## config.mk

```make
export PLATFORM = sky130hd
export DESIGN_NAME = cim_seq_ctrl
export DESIGN_NICKNAME = d
export VERILOG_FILES = /design/src/rtl/cim_seq_ctrl.sv
export SDC_FILE = /design/constraint.sdc
export NUM_CORES = 1
export LEC_CHECK = 0
export ABC_CLOCK_PERIOD_IN_PS = 3900
export BUFFER_PORTS_ARGS = -buffer_cell sky130_fd_sc_hd__buf_2
export CAP_MARGIN = 15
export CELL_PAD_IN_SITES_DETAIL_PLACEMENT = 1
export CELL_PAD_IN_SITES_GLOBAL_PLACEMENT = 1
export CORE_ASPECT_RATIO = 0.6
export CORE_MARGIN = 3
export CORE_UTILIZATION = 47
export CTS_CLUSTER_SIZE = 40
export DETAILED_ROUTE_END_ITERATION = 12
export GPL_ROUTABILITY_DRIVEN = 0
export PLACE_DENSITY = 0.94
export SLEW_MARGIN = 10
export SYNTH_ARGS = -nofsm -noshare
export SYNTH_HDL_FRONTEND = slang
export SYNTH_SLANG_ARGS = --single-unit
```

## constraint.sdc

```tcl
create_clock -name clk -period 3.9 [get_ports clk]
set_clock_uncertainty 0.1 [all_clocks]
set_input_delay 0.78 -clock clk [delete_from_list [all_inputs] [get_ports clk]]
set_output_delay 0.78 -clock clk [all_outputs]
set_load 0.03 [all_outputs]
```

## src/rtl/cim_seq_ctrl.sv

```systemverilog
// rtl/cim_seq_ctrl.sv - instruction sequencer issuing into the CIM pipeline
module cim_seq_ctrl #(
    parameter int IW      = 16,
    parameter int AW      = 8,
    parameter int CIM_CYC = 4
) (
    input  logic          clk,
    input  logic          rst,
    input  logic          start,
    input  logic [AW-1:0] start_pc,
    input  logic          hold,
    output logic [AW-1:0] pc,
    input  logic [IW-1:0] instr_in,
    output logic          issue_valid,
    output logic [IW-1:0] issue_instr,
    output logic          slide_en,
    output logic          busy,
    output logic          done
);
    localparam int OW = (CIM_CYC > 2) ? $clog2(CIM_CYC) : 1;
    localparam logic [OW-1:0] OCC_INIT = OW'(CIM_CYC - 1);
    localparam logic [2:0] OP_CIM  = 3'b011;
    localparam logic [2:0] OP_HALT = 3'b111;

    typedef enum logic [1:0] {
        S_IDLE  = 2'd0,
        S_FETCH = 2'd1,
        S_EXEC  = 2'd2,
        S_CIM_WAIT = 2'd3
    } state_t;

    state_t        state, state_n;
    logic [AW-1:0] pc_n;
    logic          issue_valid_n, slide_en_n, busy_n, done_n;
    logic [IW-1:0] issue_instr_n;
    logic [2:0]    rep, rep_n;
    logic [OW-1:0] occ, occ_n;
    logic [IW-1:0] cim_instr, cim_instr_n;
    logic [2:0]    opcode;

    assign opcode = instr_in[IW-1 -: 3];

    always_ff @(posedge clk or posedge rst) begin
        if (rst) begin
            state       <= S_IDLE;
            pc          <= '0;
            issue_valid <= 1'b0;
            issue_instr <= '0;
            slide_en    <= 1'b0;
            busy        <= 1'b0;
            done        <= 1'b0;
            rep         <= '0;
            occ         <= '0;
            cim_instr   <= '0;
        end else begin
            state       <= state_n;
            pc          <= pc_n;
            issue_valid <= issue_valid_n;
            issue_instr <= issue_instr_n;
            slide_en    <= slide_en_n;
            busy        <= busy_n;
            done        <= done_n;
            rep         <= rep_n;
            occ         <= occ_n;
            cim_instr   <= cim_instr_n;
        end
    end

    always_comb begin
        state_n       = state;
        pc_n          = pc;
        issue_valid_n = 1'b0;
        issue_instr_n = issue_instr;
        slide_en_n    = 1'b0;
        busy_n        = busy;
        done_n        = 1'b0;
        rep_n         = rep;
        occ_n         = occ;
        cim_instr_n   = cim_instr;
        case (state)
            S_IDLE: begin
                if (start) begin
                    pc_n    = start_pc;
                    busy_n  = 1'b1;
                    state_n = S_FETCH;
                end
            end
            S_FETCH: state_n = S_EXEC;
            S_EXEC: begin
                // pc is frozen under hold, so instr_in stays valid for the retry
                if (!hold) begin
                    if (opcode == OP_HALT) begin
                        done_n  = 1'b1;
                        busy_n  = 1'b0;
                        state_n = S_IDLE;
                    end else begin
                        issue_valid_n = 1'b1;
                        issue_instr_n = instr_in;
                        pc_n          = pc + AW'(1);
                        if (opcode == OP_CIM) begin
                            rep_n       = instr_in[IW-4 -: 3];
                            occ_n       = OCC_INIT;
                            cim_instr_n = instr_in;
                            state_n     = S_CIM_WAIT;
                        end else begin
                            state_n = S_FETCH;
                        end
                    end
                end
            end
            S_CIM_WAIT: begin
                // occupancy counts down regardless of hold; only the reissue waits
                if (occ != '0) begin
                    occ_n = occ - OW'(1);
                end else if (rep == '0) begin
                    state_n = S_FETCH;
                end else if (!hold) begin
                    issue_valid_n = 1'b1;
                    issue_instr_n = cim_instr;
                    slide_en_n    = 1'b1;
                    rep_n         = rep - 3'd1;
                    occ_n         = OCC_INIT;
                end
            end
            default: state_n = S_IDLE;
        endcase
    end
endmodule

```

### Yosys cells after proc, flatten, opt, wreduce, memory -nomap -nowiden

Index checks and enable logic that the tools add are counted.

| cells by class | value |
|---|---|
| $add $sub $neg | 3 |
| equal/unequal tests | 16 |
| mux-type cells | 45 |
| bitwise gates (word level) | 2 |
| reductions and logical operators | 12 |

Operators by type and width:

| kind | count |
|---|---|
| 2-to-1 mux 16 bit | 5 |
| case mux 16 bit (2 select lines) | 1 |
| 2-to-1 mux 2 bit | 12 |
| 2-to-1 mux 8 bit | 3 |
| 2-to-1 mux 3 bit | 6 |
| != test 2 bit, second input constant | 9 |
| case mux 8 bit (2 select lines) | 1 |
| AND reduction 4 bit | 4 |
| 2-to-1 mux 1 bit | 12 |
| AND reduction 6 bit | 2 |
| adder 8 x 1 -> 8 bit, second input constant | 1 |
| case mux 2 bit (4 select lines) | 1 |
| AND reduction 7 bit | 1 |
| != test 3 bit, second input constant | 2 |
| case mux 3 bit (2 select lines) | 1 |
| nonzero test 2 bit | 3 |
| == test 2 bit, second input constant | 2 |
| case mux 1 bit (2 select lines) | 2 |
| case mux 2 bit (2 select lines) | 1 |
| == test 3 x 2 -> 1 bit, second input constant | 1 |
| == test 3 bit, second input constant | 1 |
| logical NOT 3 bit | 1 |
| subtractor 3 x 1 -> 3 bit, second input constant | 1 |
| == test 2 x 1 -> 1 bit, second input constant | 1 |
| other kinds (3) | 4 |

| word-level totals | value |
|---|---|
| bits in registers | 51 |
| input bits | 28 |
| output and inout port bits | 28 |
| logic and storage cells | 88 |

### Depth between registers and ports, before layout

| depth | value |
|---|---|
| word-level depth | 5 |
| depth in mapped cells | 8 |
| depth with buffers taken out | 6 |

### Least setup slack after synthesis

OpenSTA, ideal clock, no wires.

| timing path | value |
|---|---|
| path kind | input to register |
| from | input hold |
| to | register cim_instr[0] |
| library setup time | 125 ps |
| data arrival time | 1863 ps |
| required time | 3675 ps |
| setup slack | 1813 ps |
| stages on the path | 6 |
| buffers on the path | 3 |
| cell sequence | buf_4 > nor3b_2 > and3_1 > buf_4 > buf_6 > mux2_2 |

| between the ends | value |
|---|---|
| cells in the longest elaborated chain, start to end | 2 |

RTL lines:

| element | line | RTL |
|---|---|---|
| start, declared | 11 | `input logic hold,` |
| NOT 1 bit (no line) | - |  |
| AND reduction 4 bit (no line) | - |  |
| end signal, assigned | 65 | `cim_instr <= cim_instr_n;` |
| end, declared | 38 | `logic [IW-1:0] cim_instr, cim_instr_n;` |

Every way passes these cells.
A chain may end at the register's enable or synchronous reset.

### Final worst setup path

| timing path | value |
|---|---|
| from | register state[0] |
| to | register cim_instr[11] |

| between the ends | value |
|---|---|
| cells in the longest elaborated chain, start to end | 2 |

RTL lines:

| element | line | RTL |
|---|---|---|
| start, declared | 32 | `state_t state, state_n;` |
| start signal, assigned | 56 | `state <= state_n;` |
| == test 2 bit | 80 | `case (state)` |
| AND reduction 4 bit (no line) | - |  |

Every way passes these cells.

==> results.md <==
## Synthesis
- top post-synthesis cells by area: dfrtp_1 (47%), mux2_2 (16%), mux2_4 (5.5%), ha_1 (3.7%), nand2_1 (1.9%)
- leading register cell type out of synthesis: dfrtp_1
- area share of the largest cell type after synthesis: 46.6%
- area of the mapped netlist: 2740 um2
- largest area contributor in the synthesized netlist: dfrtp_1
- Avg Inst Size Synth: 12.0 um2
- number of warning messages in the yosys log: 0
- cell count after synthesis: 228
- count of unique library cells instantiated by Yosys: 48
- Post-synth ARST share: 100%
- EDFF count, synth: 0
- sequential share of the synthesized area: 46.6%
- #FFs+latches synth: 51
- Synth Net Count: 264

## Placed design
- DP Worst Slack: 1.17 ns
- I/O Buffers: 55
- Post-DP HPWL: 5.61 mm

## GRT
- largest net degree at the start of global routing: 41
- vias in the first global route: 2373
- antenna violations before repair: 0
- global-route wire length before repair: 13.1 mm
- GRT Util Overall: 24.6%
- overflow left after global routing: 0

## Final layout
- Layout Nets: 319
- share of post-route cells with drive strength above 1: 45.8%
- # diodes: 0
- utilization of the core after routing: 59.2%
- relative area change from synthesis to final layout: 15.2%

## CTS
- clock transition at the registers of the reported paths: 0.10 ns
- count of cells resized by post-cts repair: 0
- cts-stage hold buffer count: 0
- clock sink count: 51
- deepest clock path buffer count: 2
- root buffer cell: clkbuf_8
- clock tree from TritonCTS: done
- setup fix buffers added after clock tree synthesis: 0
- TritonCTS Buffers: 5
- Skew-Pair Late Insertion Delay: 0.30 ns
- number of H-tree branching levels: 2

## Timing
- count of final hold-check violations: 0
- Slew HR: 41.5%
- shortest clock period the worst path allows after layout: 2.73 ns
- period utilization: 70.1%
- setup repair after global routing missed its margin: false
- max frequency: 0.366 GHz
- PnR worst setup slack: 1.17 ns
- setup TNS after final layout: 0 ns
- count of pins over their slew limit: 0
- Setup violations, final: 0
- transition at the pin with the smallest max-transition slack: 0.877 ns

## Critical path
- Crit Path Class: reg -> reg
- maximum fanout along the worst path: 21
- worst path required time: 3.98 ns
- path depth of the worst reg2reg path: 4
- Reg-to-Reg Start: state[0]
- cell at the slowest stage of the critical path: and3_1
- critical path capture point type: flop
- setup slack of the most critical reg-to-reg path: 1.17 ns
- end of the worst register-to-register path: cim_instr[11]
- CP startpoint kind: flop
- ordered cell list for the critical path: inv_1 > ha_1 > and3_1 > mux2_2
- arrival time of the worst setup path: 2.82 ns
- longest individual stage delay on the worst path: 0.86 ns

## Route
- iteration-0 DRC count of the detailed router: 164
- count of vias placed by the detailed router: 2147
- Avg Vias per Cell: 5.95
- routed wire length: 8.14 mm
- average wire per standard cell: 22.6 um
- DRT Pass-1 Iters: 4
- remaining antenna violation count after routing: 0
- post-detailed-route DRC marker count: 0

## Floorplan
- area of the die: 6810 um2
- Initial Util: 51.4%
- placeable core region: 5330 um2
- die outline height: 65.1 um
- number of top-level design ports: 56
- standard-cell row count: 20
- die width: 105 um

## Pwr
- clock share of power: 14.7%
- switching portion of total power: 43.2%
- Power Dens Cells: 825 nW/um2
- overall power consumption: 2.60 mW
- P_leak: 1.51 nW
- Peak VDD IR: 0.307 mV
- register share of total power: 35.8%
- power spent charging and discharging nets: 1.13 mW
- part of the power in combinational logic: 49.5%
- cell-internal power: 1.48 mW

## Worst hold path
- min-delay worst type: reg -> reg
- hold wc startpoint: cim_instr[14]
- hold path depth: 1
- terminating pin of the worst hold path: cim_instr[14]

## Job
- max-cap violation count: 0

## Run status
- outcome: finished clean

-- power by group through the flow --
stage / combinational (mW) / sequential, mW / clock [mW]
after CTS: 1.28 / 0.929 / 0.386
after detailed placement: 1.25 / 0.932 / 0
after floorplan: 0.687 / 1.13 / 0
after global routing: 1.37 / 0.960 / 0.416
after global placement: 1.16 / 0.900 / 0
final: 1.29 / 0.933 / 0.383
-- per-layer routing --
metal	part of all wire, %	GRT usage [%]	up-vias
met5	0	2.38	-
met4	4.1	10.3	0
met3	8.4	6.87	32
met2	48	41.6	108
met1	40	29.9	1072
li1	-	-	935
-- logic make-up after synthesis --
kind of cell	synth area share [%]
buf+inv	4.98
fa+ha+maj	3.65
flops	46.6
simple gates	12.2
compound gates	10.8
mux	21.8
-- how the worst max path moves through the flow --
stage	start	end	slack [ns]	cells past startpoint
finish	state[0]	cim_instr[11]	1.17	4
global route	state[0]	pc[2]	0.99	6
CTS	state[0]	cim_instr[11]	1.16	4
detailed placement	state[0]	cim_instr[11]	1.17	4
global placement	state[0]	cim_instr[2]	1.38	4
floorplan	rst	busy	1.79	1
-- cell usage in the layout, fill, tap and decap left out, types with 3 or more instances in the layout --
cell type and instances:
a21oi_1 10, a22oi_1 4, and3_1 3, buf_2 55, buf_4 3, clkbuf_8 6, dfrtp_1 51, ha_1 8
inv_1 9, mux2_2 38, mux2_4 10, nand2_1 14, nand2b_1 5, nand3_1 6, nand4_1 3, nor2_1 9
o21ai_0 9, o22a_1 4, or2_2 4
-- sequential cells by signal (all words and copies together), names as in the netlist --
signal / cells
busy: 1
occ: 2
pc: 8
slide_en: 1
issue_instr: 16
done: 1
rep: 3
cim_instr: 16
issue_valid: 1
state: 2
-- cells in the mapped netlist, drive strengths merged, types with 3 or more instances --
master / n
a21oi: 10
dfrtp: 51
nor2: 9
nand2: 14
nand2b: 6
buf: 9
inv: 10
mux2: 48
or2: 4
nand4: 4
o22a: 4
and3: 3
ha: 8
a22oi: 4
o21ai: 9
nand3: 6
-- per-stage QoR --
step                std cells  area [um2]  hold slack [ns]
CTS                       361        3160            0.374
global route              361        3160            0.405
floorplan                 228        2740            0.333
detailed placement        353        3040            0.351
global placement          353        3040            0.347
finish                    361        3160            0.379
-- worst max-delay path, delay by kind of cell, from the launching register on --
family	cells	cell delay [ns]
mux	1	0.43
simple gates	1	0.86
buf+inv	1	0.10
fa+ha+maj	1	0.69
flops	1	0.42
-- layout make-up --
cell class              count  area [um2]
repair buffers             58         298
clock buffers               6        82.6
flip-flops and latches     51        1280
multi-input cells         156        1330
well taps                  77        96.3
inverters                  11        41.3
fillers                   586        2170
clock inverters             2        35.0
No activity file was read; power rests on OpenSTA's default activity.
